File: src/rtl/count_limit_monitor.sv
// Over-limit monitor for a checker counter: tracks the high-water mark and raises one
// valid/ready violation report per sustained over-limit run of HOLD enabled samples.
module count_limit_monitor #(
  parameter int unsigned WIDTH = 32,
  parameter int unsigned HOLD  = 4,
  parameter int unsigned TOT_W = 16
) (
  input  logic             clk_ev,
  input  logic             rst,
  input  logic             en,
  input  logic [WIDTH-1:0] count,
  input  logic [31:0]      max,
  output logic             over,
  output logic [WIDTH-1:0] peak,
  output logic             viol_valid,
  input  logic             viol_ready,
  output logic [WIDTH-1:0] viol_count,
  output logic [WIDTH-1:0] viol_peak,
  output logic [TOT_W-1:0] viol_total
);

  localparam int unsigned RUN_W = $clog2(HOLD + 1);
  localparam logic [RUN_W-1:0] RUN_LAST = RUN_W'(HOLD - 1);

  typedef enum logic [1:0] {
    S_IDLE,
    S_ARMED,
    S_REPORT,
    S_RECOVER
  } state_t;

  state_t             r_state;
  logic [RUN_W-1:0]   r_run;
  logic               r_over;
  logic [WIDTH-1:0]   r_peak;
  logic               r_viol_valid;
  logic [WIDTH-1:0]   r_viol_count;
  logic [WIDTH-1:0]   r_viol_peak;
  logic [TOT_W-1:0]   r_viol_total;

  logic [WIDTH-1:0]   w_limit;
  logic               w_cmp;
  logic [WIDTH-1:0]   w_peak_next;

  // A negative limit means every count is over; otherwise the low 31 bits act as an unsigned limit.
  assign w_limit     = WIDTH'({1'b0, max[30:0]});
  assign w_cmp       = max[31] | (count >= w_limit);
  assign w_peak_next = (count > r_peak) ? count : r_peak;

  always_ff @(posedge clk_ev) begin
    if (rst) begin
      r_state      <= S_IDLE;
      r_run        <= '0;
      r_over       <= 1'b0;
      r_peak       <= '0;
      r_viol_valid <= 1'b0;
      r_viol_count <= '0;
      r_viol_peak  <= '0;
      r_viol_total <= '0;
    end else begin
      r_over <= w_cmp & en;
      if (en) begin
        r_peak <= w_peak_next;
      end

      case (r_state)
        S_IDLE: begin
          if (en) begin
            r_state <= S_ARMED;
            r_run   <= '0;
          end
        end
        S_ARMED: begin
          if (!en) begin
            r_state <= S_IDLE;
            r_run   <= '0;
          end else if (w_cmp) begin
            if (r_run == RUN_LAST) begin
              r_state      <= S_REPORT;
              r_run        <= '0;
              r_viol_valid <= 1'b1;
              r_viol_count <= count;
              r_viol_peak  <= w_peak_next;
              if (r_viol_total != '1) begin
                r_viol_total <= r_viol_total + 1'b1;
              end
            end else begin
              r_run <= r_run + 1'b1;
            end
          end else begin
            r_run <= '0;
          end
        end
        S_REPORT: begin
          // Payload is held until accepted; dropping en does not cancel the report.
          if (viol_ready) begin
            r_viol_valid <= 1'b0;
            if (!en) begin
              r_state <= S_IDLE;
            end else if (w_cmp) begin
              r_state <= S_RECOVER;
            end else begin
              r_state <= S_ARMED;
            end
          end
        end
        S_RECOVER: begin
          if (!en) begin
            r_state <= S_IDLE;
          end else if (!w_cmp) begin
            r_state <= S_ARMED;
            r_run   <= '0;
          end
        end
        default: r_state <= S_IDLE;
      endcase
    end
  end

  assign over       = r_over;
  assign peak       = r_peak;
  assign viol_valid = r_viol_valid;
  assign viol_count = r_viol_count;
  assign viol_peak  = r_viol_peak;
  assign viol_total = r_viol_total;

endmodule

File: config.mk
export PLATFORM = sky130hd
export DESIGN_NAME = count_limit_monitor
export DESIGN_NICKNAME = d
export VERILOG_FILES = /design/src/rtl/count_limit_monitor.sv
export SDC_FILE = /design/constraint.sdc
export NUM_CORES = 1
export LEC_CHECK = 0
export CAP_MARGIN = 20
export CORE_ASPECT_RATIO = 1.1
export CORE_MARGIN = 1
export CORE_UTILIZATION = 49
export DETAILED_ROUTE_END_ITERATION = 6
export PLACE_DENSITY = 0.79
export SYNTH_ARGS = -nofsm -noshare
export SYNTH_HDL_FRONTEND = slang
export SYNTH_SLANG_ARGS = --single-unit
File: constraint.sdc
create_clock -name clk_ev -period 3.4 [get_ports clk_ev]
set_input_delay 0.68 -clock clk_ev [delete_from_list [all_inputs] [get_ports clk_ev]]
set_output_delay 0.68 -clock clk_ev [all_outputs]
set_load 0.02 [all_outputs]
==> flow_summary.yaml, run 1 <==
critical_path:
  r2r_slack_ps: 650
  cp_slowest_stage_delay_ps: 530
  timing.rr.start: "peak[29]"
  crit_cells: 11
  crit_required_ps: 3750
  ff2ff_path_depth: 11
  cp-end-kind: "flip-flop"
  arrival_ps: 3560
  cp-start-kind: "input port"
  path_cells: "clkdlybuf4s50_1 > inv_1 > ha_1 > nor2b_1 > o21ai_1 > a211oi_1 > o41a_1 > o21ba_2 > buf_12 > or4_1 > a21oi_1"
  critPathMaxFanout: 24
  reg2reg_to: "viol_peak[2]"
  path_class: "in -> reg"
  critPathSlowestCell: "clkdlybuf4s50_1"
  critical_path.top_delay_family: "compound AO/OA/AOI/OAI gates"
  critPathBufInv: 3
synthesis:
  yosysUniqueCellTypes: 52
  syn_inst: 839
  syn_area_um2: 6560
  ys_warn_count: 0
  synth-seq-cells: 119
  yosys_most_used_dff: "dfxtp_1"
  synth_edf_count: 0
  synth_area_per_cell_um2: 7.82
  async_flop_share: 0
  syn_nets: 972
  yosysSeqAreaShare: 0.363
cells_and_area:
  stdcell_area_um2: 9480
  area_delta_synth_final_pct: 44.6
  final_common_cell: "clkdlybuf4s50_1"
  final_cell_mix: "179 x clkdlybuf4s50_1, 134 x a21oi_1, 119 x dfxtp_1"
  nets: 1171
  drive_gt1_frac: 0.104
  antenna_cells: 0
grt:
  grt.total_usage: 0.306
  grt_max_degree: 57
  grt_antenna_before_repair: 0
  grt_pass1_wl_um: 33200
  grt_remaining_overflow: 0
  grt_pass1_vias: 6623
outcome:
  status: "finished, violations left"
  failed_checks: "design-rule violations"
die:
  die_height_um: 123
  initial_core_util: 0.512
  rows: 43
  core_um2: 12800
  dieWidth_um: 112
  num_io_pins: 182
  dieArea_um2: 13900
hold_path:
  hold_end: "viol_valid"
  hold_start: "viol_valid"
  holdCritPathClass: "reg -> reg"
  hold_depth: 2
timing:
  whs_ps: 462
  finalSetupViolations: 0
  slew_headroom: 0.518
  slew_violations: 0
  fin_skew_ps: 7.33
  rsz0062_at_grt: "no"
  hold_violations: 0
  tightest_slew_ps: 723
  fmax_mhz: 311
  period_minus_slack_ps: 3210
  finalCritPeriodShare: 0.945
placed_design:
  placed_area_um2: 8880
  port_buffers: 181
  dp_hpwl_um: 14600
  gp_congestion: 0.909
route:
  wl_per_cell_um: 17.5
  ant_nets: 0
  viasPerCell: 5.90
  first_pass_iters: 7
  drtIter0Drc: 668
  wl_um: 21100
  vias: 7130
  drc: 7
clock_tree:
  cts_resized: 0
  post_cts_buffers: 0
  cts_tree: "built"
  ctsHoldBuffers: 0
  h-tree-depth: 4
  numCtsBuffers: 17
  cts.clk_slew.worst_paths_ps: 50
  clkLatencyLatePin_ps: 420
  clock_path_buffers: 2
  root_buffer: "clkbuf_16"
  cts_num_sinks: 119
power:
  power_density_nw_per_um2: 418
  vdd_drop_max_v: 0.000275
  p_leak_nw: 3.58
job:
  maxCapViolations: 0
[report_power, final]
part / total, W / switching (W) / internal, W
Clock: 0.00182 / 0.000635 / 0.00119
Combinational: 0.000681 / 0.000377 / 0.000304
Sequential: 0.00146 / 0.0000341 / 0.00142
[cell families (layout without fill, tap and decap cells)]
| family | after synthesis | in the layout | synth area share |
|---|---|---|---|
| simple gates | 270 | 270 | 0.200 |
| compound gates | 250 | 250 | 0.227 |
| buf+inv | 131 | 343 | 0.0798 |
| flops | 119 | 119 | 0.363 |
| fa+ha+maj | 66 | 66 | 0.126 |
| mux | 3 | 3 | 0.00496 |
[layer usage]
metal  track usage  wire (um)  vias up
li1              -          -     3406
met1         0.381       8870     3392
met2         0.510      10200      286
met3        0.0701       1500       46
met4         0.136        499        0
met5             0          0        -
[Yosys cell counts, types with 2 or more instances]
cell type / n / area [um2]
nand3b_1: 2 / 15.0
nor2_1: 14 / 52.6
buf_6: 2 / 22.5
a221oi_1: 3 / 26.3
and2_1: 2 / 12.5
clkbuf_1: 38 / 143
nand2_1: 119 / 447
mux2_2: 2 / 22.5
nand3_1: 75 / 375
a21oi_1: 134 / 671
a211oi_1: 4 / 30.0
o21ai_0: 45 / 225
dfxtp_1: 119 / 2380
or4_1: 11 / 82.6
and4_1: 2 / 17.5
buf_1: 12 / 45.0
o31ai_1: 12 / 90.1
inv_1: 69 / 259
and3_1: 3 / 18.8
ha_1: 65 / 813
o21bai_1: 2 / 15.0
nand4_1: 20 / 125
o21ai_1: 2 / 10.0
buf_2: 9 / 45.0
nor2b_1: 4 / 25.0
nand2b_1: 4 / 25.0
a31oi_1: 2 / 12.5
or2_2: 2 / 12.5
nor4_1: 2 / 12.5
a311oi_1: 34 / 298
nor3_1: 4 / 20.0
[stage by stage]
stage	total power (W)	worst slack, ps	TNS (ps)	utilization	std cells
after floorplan	0.00182	555	0	-	839
after global placement	0.00214	-200	-10070	0.693	1176
after detailed placement	0.00215	-194	-9740	0.693	1176
after CTS	0.00397	207	0	0.740	1208
after global routing	0.00410	2.98	0	0.740	1208
final	0.00396	186	0	0.740	1208
[worst register-to-register path, cell delays in order (launching register included)]
cell and delay (ps):
dfxtp_1 430, inv_1 70, ha_1 300, nand4_1 200, nor4_1 390, buf_4 180, nand2_1 60, a21boi_0 180
nor2_2 220, buf_4 260, nand2_1 90, a311oi_1 270
[flip-flops by register name (all words and copies together), names as in the netlist]
name,cells
r_run,3
over,1
peak,32
viol_total,16
viol_peak,32
viol_valid,1
r_state,2
viol_count,32
[how the worst max path moves through the flow]
stage | startpoint | to | slack, ps
4_1_cts | count[0] | viol_peak[19] | 210
3_3_place_gp | count[0] | viol_total[2] | -200
3_5_place_dp | count[0] | viol_peak[19] | -190
5_1_grt | count[3] | viol_count[3] | 3
2_1_floorplan | max[29] | viol_total[0] | 550
6_report | count[0] | viol_total[5] | 190
[layout make-up]
cell class / count / area, um2
multi-input combinational: 589 / 3680
fill: 953 / 3320
sequential: 119 / 2380
timing repair buffer: 242 / 2360
clock buffer: 24 / 512
inverter: 69 / 259
tap: 157 / 196
clock inverter: 8 / 92.6
(Power assumes the default switching activity.)
==> run 2: changes to the inputs <==
--- a/config.mk
+++ b/config.mk
@@ -8,9 +8,11 @@
 export CAP_MARGIN = 20
 export CORE_ASPECT_RATIO = 1.1
 export CORE_MARGIN = 1
-export CORE_UTILIZATION = 49
+export CORE_UTILIZATION = 50
+export CTS_BUF_LIST = sky130_fd_sc_hd__clkbuf_4
 export DETAILED_ROUTE_END_ITERATION = 6
-export PLACE_DENSITY = 0.79
+export GPL_TIMING_DRIVEN = 0
+export PLACE_DENSITY = 0.81
 export SYNTH_ARGS = -nofsm -noshare
 export SYNTH_HDL_FRONTEND = slang
 export SYNTH_SLANG_ARGS = --single-unit
==> flow_summary.yaml, run 2 (synthesis gave the netlist of run 1 again) <==
placed_design:
  port_buffers: 181
  gp_congestion: 0.914
  dp_hpwl_um: 15700
die:
  num_io_pins: 182
  die_height_um: 122
  core_um2: 12700
  initial_core_util: 0.516
  dieWidth_um: 111
  rows: 43
  dieArea_um2: 13600
outcome:
  status: "finished, violations left"
  failed_checks: "design-rule violations"
grt:
  grt_antenna_before_repair: 1
  grt.total_usage: 0.313
  grt_pass1_vias: 6652
  grt_remaining_overflow: 0
  grt_max_degree: 17
  grt_pass1_wl_um: 33200
critical_path:
  cp-end-kind: "flip-flop"
  critPathMaxFanout: 10
  path_class: "in -> reg"
  cp_slowest_stage_delay_ps: 570
  critical_path.top_delay_family: "compound AO/OA/AOI/OAI gates"
  cp_common_cell: "buf_6"
  crit_required_ps: 3870
  critPathSlowestCell: "clkdlybuf4s50_1"
  path_cells: "clkdlybuf4s50_1 > inv_1 > ha_1 > nor2b_1 > o21ai_1 > a211oi_2 > o41a_1 > o21ba_4 > buf_6 > buf_6 > or4_1 > a21oi_1"
  cp-start-kind: "input port"
  critPathBufInv: 4
  arrival_ps: 3720
route:
  viasPerCell: 5.89
  drtIter0Drc: 580
  ant_nets: 0
  wl_per_cell_um: 17.5
  drc: 20
  vias: 7132
  first_pass_iters: 7
  wl_um: 21200
timing:
  finalSetupViolations: 0
  tightest_slew_ps: 770
  timing.setup.tns_ps: 0
  hold_violations: 0
  slew_violations: 0
  fin_skew_ps: 16.0
  finalCritPeriodShare: 0.956
  slew_headroom: 0.487
  whs_ps: 467
  fmax_mhz: 308
  period_minus_slack_ps: 3250
cells_and_area:
  drive_gt1_frac: 0.0608
  postLayoutCoreUtil: 0.702
  area_delta_synth_final_pct: 35.9
  fillers: 1053
  final_common_cell: "clkdlybuf4s50_1"
  final_cell_mix: "181 x clkdlybuf4s50_1, 134 x a21oi_1, 119 x nand2_1, 119 x dfxtp_1, 75 x nand3_1"
  nets: 1172
clock_tree:
  clkLatencyLatePin_ps: 540
  h-tree-depth: 4
  cts_tree: "built"
  clock_path_buffers: 2
  cts_num_sinks: 119
  numCtsBuffers: 17
  root_buffer: "clkbuf_4"
  cts.clk_slew.worst_paths_ps: 110
power:
  power_density_nw_per_um2: 353
  vdd_drop_max_v: 0.000206
  p_leak_nw: 3.25
hold_path:
  holdCritPathClass: "reg -> reg"
job:
  maxCapViolations: 0
## run 2: changes by cell type in the layout (fill, tap and decap cells not counted), sizes merged
cell | before | now
clkinv | 5 | 8
dlygate4sd1 | 0 | 1
clkdlybuf4s50 | 179 | 181
clkbuf | 24 | 64
diode | 0 | 1
buf | 63 | 17
bufinv | 2 | 3
## run 2: report_power, final
group | leakage [nW] | switching, W | internal (W) | total, W
Clock | 0.152 | 0.000531 | 0.000519 | 0.00105
Combinational | 2.14 | 0.000380 | 0.000259 | 0.000639
Sequential | 0.963 | 0.0000331 | 0.00142 | 0.00145
Total | 3.25 | 0.000944 | 0.00220 | 0.00314
## run 2: through the flow
stage               setup WS (ps)  instance area (um2)  power, W  cells
floorplan                     555                 6560   0.00182    839
global placement             -766                 8570   0.00209   1177
detailed placement           -775                 8570   0.00210   1177
CTS                          36.0                 8870   0.00313   1209
global route                -11.4                 8910   0.00329   1210
finish                        148                 8910   0.00314   1210
## run 2: area by class of cell
class | instances | area (um2) | area share
inverter | 69 | 259 | 0.0291
timing repair buffer | 181 | 1810 | 0.203
multi-input combinational | 589 | 3680 | 0.413
clock inverter | 12 | 134 | 0.0150
tap | 157 | 196 | 0.0221
antenna | 1 | 2.50 | 0.000281
clock buffer | 20 | 150 | 0.0169
sequential | 119 | 2380 | 0.267
buffer | 62 | 290 | 0.0326
## run 2: repair_timing
action | 4_1_cts | 5_1_grt
hold buffers | 0 | 0
buffers inserted | 0 | 0
gates resized for setup | 7 | 25
endpoints found under the setup margin | 52 | 76
pin swaps | 0 | 2
## run 2: final timing paths
check,start,to,slack (ps),cells past startpoint
hold / removal,viol_valid,viol_valid,470,2
hold reg to reg,viol_valid,viol_valid,470,2
setup reg to reg,peak[29],viol_peak[2],520,10
setup / recovery,count[0],viol_total[12],150,12
## run 2: tightest hold or removal path, cell delays in order, from the launching register on
cell and delay (ps):
dfxtp_1 330, nand2_1 50, a21oi_1 50
## run 2: routing by layer
layer	global-route usage	share of wire	vias to the layer above
met1	0.380	0.41	3338
met5	0	0	-
met4	0.139	0.029	0
met2	0.524	0.47	315
met3	0.0826	0.091	56
li1	-	-	3423
==> run 3: changes to the inputs <==
--- a/config.mk
+++ b/config.mk
@@ -5,7 +5,7 @@
 export SDC_FILE = /design/constraint.sdc
 export NUM_CORES = 1
 export LEC_CHECK = 0
-export CAP_MARGIN = 20
+export ABC_AREA = 0
 export CORE_ASPECT_RATIO = 1.1
 export CORE_MARGIN = 1
 export CORE_UTILIZATION = 50
@@ -13,6 +13,7 @@
 export DETAILED_ROUTE_END_ITERATION = 6
 export GPL_TIMING_DRIVEN = 0
 export PLACE_DENSITY = 0.81
+export SKIP_CTS_REPAIR_TIMING = 1
 export SYNTH_ARGS = -nofsm -noshare
 export SYNTH_HDL_FRONTEND = slang
 export SYNTH_SLANG_ARGS = --single-unit
==> flow_summary.yaml, run 3 (synthesis gave the netlist of run 1 again) <==
clock_tree:
  cts.clk_slew.worst_paths_ps: 110
  clock_path_buffers: 2
  h-tree-depth: 4
  root_buffer: "clkbuf_4"
  cts_num_sinks: 119
  cts_tree: "built"
  numCtsBuffers: 17
  clkLatencyLatePin_ps: 550
critical_path:
  critPathMaxFanout: 10
  arrival_ps: 3720
  critPathBufInv: 4
  cp-start-kind: "input port"
  cp-end-kind: "flip-flop"
  path_cells: "clkdlybuf4s50_1 > inv_1 > ha_1 > nor2b_1 > o21ai_1 > a211oi_2 > o41a_1 > o21ba_4 > buf_6 > buf_6 > or4_1 > a21oi_1"
  crit_required_ps: 3870
  cp_slowest_stage_delay_ps: 570
  critPathSlowestCell: "clkdlybuf4s50_1"
  critical_path.top_delay_family: "compound AO/OA/AOI/OAI gates"
  path_class: "in -> reg"
  cp_common_cell: "buf_6"
route:
  wl_um: 21100
  drc: 23
  viasPerCell: 5.91
  first_pass_iters: 7
  drtIter0Drc: 550
  ant_nets: 0
  vias: 7150
  wl_per_cell_um: 17.5
timing:
  tightest_slew_ps: 740
  fmax_mhz: 308
  period_minus_slack_ps: 3250
  finalSetupViolations: 0
  finalCritPeriodShare: 0.956
  slew_violations: 0
  fin_skew_ps: 18.1
  hold_violations: 0
  slew_headroom: 0.507
  fin_ws_ps: 150
grt:
  grt_antenna_before_repair: 1
  grt.total_usage: 0.313
  grt_remaining_overflow: 0
  grt_pass1_vias: 6654
  grt_max_degree: 17
  grt_pass1_wl_um: 33300
die:
  num_io_pins: 182
  dieWidth_um: 111
  dieArea_um2: 13600
  core_um2: 12700
  rows: 43
  initial_core_util: 0.516
  die_height_um: 122
placed_design:
  dp_hpwl_um: 15700
  place_ws_ps: -775
  port_buffers: 181
  gp_congestion: 0.914
cells_and_area:
  final_common_cell: "clkdlybuf4s50_1"
  nets: 1172
  postLayoutCoreUtil: 0.701
  final_cell_mix: "181 x clkdlybuf4s50_1, 134 x a21oi_1, 119 x nand2_1, 119 x dfxtp_1, 75 x nand3_1"
  area_delta_synth_final_pct: 35.7
  drive_gt1_frac: 0.0608
outcome:
  status: "finished, violations left"
  failed_checks: "design-rule violations"
power:
  power_density_nw_per_um2: 353
  vdd_drop_max_v: 0.000206
  p_leak_nw: 3.25
job:
  maxCapViolations: 0
hold_path:
  holdCritPathClass: "reg -> reg"
==> run 3: cell count changes in the layout (fill, tap and decap cells not counted), sizes merged <==
cell,delta
clkbuf,+3
buf,-3
==> run 3: report_power, final <==
group / total [W] / leakage, nW / internal [W] / switching, W
Sequential: 0.00145 / 0.963 / 0.00142 / 0.0000331
Combinational: 0.000638 / 2.14 / 0.000259 / 0.000379
Clock: 0.00105 / 0.152 / 0.000519 / 0.000530
Total: 0.00314 / 3.25 / 0.00220 / 0.000942
==> run 3: area by class of cell <==
type / count / area, um2
sequential: 119 / 2380
buffer: 62 / 290
timing repair buffer: 181 / 1810
clock inverter: 12 / 134
multi-input combinational: 589 / 3670
antenna: 1 / 2.50
tap: 157 / 196
inverter: 69 / 259
fill: 1054 / 3800
clock buffer: 20 / 150
==> run 3: path summary, 6_finish.rpt <==
path	startpoint	to	slack (ps)	depth (start not counted)
max	count[0]	viol_total[12]	150	12
min	viol_valid	viol_valid	470	2
max reg2reg	peak[29]	viol_peak[2]	510	10
min reg2reg	viol_valid	viol_valid	470	2
==> run 3: worst register-to-register path, delay by kind of cell, from the launching register on <==
family,cells,cell delay [ps]
AND/OR/NAND/NOR,5,1190
adder cells (fa/ha/maj),1,300
flip-flops,1,450
buffers and inverters,2,390
AO/OA/AOI/OAI,2,460
==> run 3: layer usage <==
metal,wire [um],track usage,vias to the layer above,share of wire
li1,-,-,3423,-
met1,8450,0.379,3323,0.40
met2,9910,0.522,346,0.47
met3,2100,0.0861,58,0.10
met4,665,0.142,0,0.031
met5,0,0,-,0
==> run 3: metrics by stage <==
step	TNS, ps	power (W)	instances	cell area [um2]	hold slack, ps
2_1_floorplan	0	0.00182	839	6560	440
4_1_cts	-8050	0.00313	1209	8850	471
3_3_place_gp	-63600	0.00209	1177	8570	452
5_1_grt	-39.7	0.00329	1210	8900	487
6_report	0	0.00314	1210	8900	468
3_5_place_dp	-64430	0.00210	1177	8570	454
==> edit (settings of run 2) <==
Set the parameter `WIDTH` to 28 (it was 32).
--- a/src/rtl/count_limit_monitor.sv
+++ b/src/rtl/count_limit_monitor.sv
@@ -2,5 +2,5 @@
 // valid/ready violation report per sustained over-limit run of HOLD enabled samples.
 module count_limit_monitor #(
-  parameter int unsigned WIDTH = 32,
+  parameter int unsigned WIDTH = 28,
   parameter int unsigned HOLD  = 4,
   parameter int unsigned TOT_W = 16
Ports: changed (resized count, peak, viol_count and viol_peak); port bits go from 182 to 166. No check against the original RTL was run, so the function may have changed too.
==> edit against run 2 <==
Critical path depth unchanged; sequential share of layout area is 0.45 points higher; wire length down 20%; largest cell class unchanged; non-clock buffer count decreased by 49; power is 18% lower; setup slack worse by 0.079 ns; final area is 12% lower; area after synthesis is 11% lower; sequential cell count is 12 lower.
==> edit: results (changes against run 2) <==
p_seq_share_pct: 51.2  # +4.9 points
dpl_cell_area_um2: 7600  # -11%
dp_hpwl_um: 13000  # -18%
synth_common_cells: "dfxtp_1 (107), nand2_1 (78), nor2_1 (73), inv_1 (62), a21oi_1 (60)"
drive_gt1_share_pct: 7.60  # +1.5 points
io_buffer_count: 160  # -12%
synth_fp_nets: 798  # -18%
met3WireLength_um: 976  # -49%
h-tree-depth: 3  # -1
cts_made_buffers: 9  # -8
grt_util_all_layers_pct: 28.5  # -2.9 points
dp_slack_ns: -0.971  # -0.196 ns
status: "complete, no violations"
p_int_mw: 1.79  # -19%
seq_area_frac_synth_pct: 36.9  # +0.53 points
globalplace.congestion: 0.855  # -6.4%
rr_endpoint: "peak[17]"
drt-pass1-iter-count: 5  # -2
fin_skew_ns: 0.0117  # -0.00434 ns
max-vdd-ir-drop_uv: 193  # -6.3%
slowest_delay_ns: 0.54  # -0.03 ns
endpoint: "viol_peak[10]"
synth.area.top_cells: "dfxtp_1 (37%), ha_1 (12%), mux2i_1 (9.8%), a21oi_1 (5.2%), nand2_1 (5.0%)"
drt-total-wl_um: 17000  # -20%
wl_met2_um: 8510  # -15%
viasPerCell: 5.58  # -5.4%
-- edit: how the worst min path moves through the flow --
stage / cells past startpoint / to / slack (ns) / from
floorplan: 2 / r_run[2] / 0.42 / r_run[2]
global placement: 2 / r_run[2] / 0.43 / r_run[2]
detailed placement: 2 / r_run[2] / 0.44 / r_run[2]
CTS: 2 / viol_count[3] / 0.46 / viol_count[3]
global route: 2 / viol_count[14] / 0.49 / viol_count[14]
finish: 2 / viol_count[21] / 0.46 / viol_count[21]
-- edit: cell type report --
class / count / area share, %
clock buffers: 9 / 0.858
diodes: 1 / 0.0318
multi-input cells: 476 / 42.4
well taps: 147 / 2.34
plain buffers: 31 / 2.68
flip-flops and latches: 107 / 27.2
repair buffers: 163 / 20.7
clock inverters: 7 / 0.874
inverters: 62 / 2.95
-- edit: cells by family (layout without fill, tap and decap cells) --
logic type / count (synthesis) / count (layout) / synth area share (%)
buffers and inverters: 93 / 272 / 7.23
AO/OA/AOI/OAI: 135 / 135 / 14.7
adder cells (fa/ha/maj): 58 / 58 / 12.5
AND/OR/NAND/NOR: 219 / 219 / 17.8
flip-flops: 107 / 107 / 36.9
other: 0 / 1 / 0
XOR/XNOR: 4 / 4 / 0.603
multiplexers: 60 / 60 / 10.4
-- edit: worst register-to-register path, cell delays in order (launching register included) --
cell and delay, ns:
dfxtp_1 0.42, inv_1 0.07, ha_1 0.31, nand4_2 0.15, or4_4 0.60, nor4_4 0.24, a311oi_2 0.14, o21ai_1 0.19
buf_6 0.20, buf_6 0.20, mux2i_1 0.23, nor2_1 0.05
-- edit: through the flow --
step	setup TNS, ns	std cells	power, mW
after floorplan	0	676	1.68
after global placement	-58.02	983	1.89
after detailed placement	-66.18	983	1.91
after CTS	0	1001	2.56
after global routing	-0.185	1002	2.69
final	0	1003	2.57
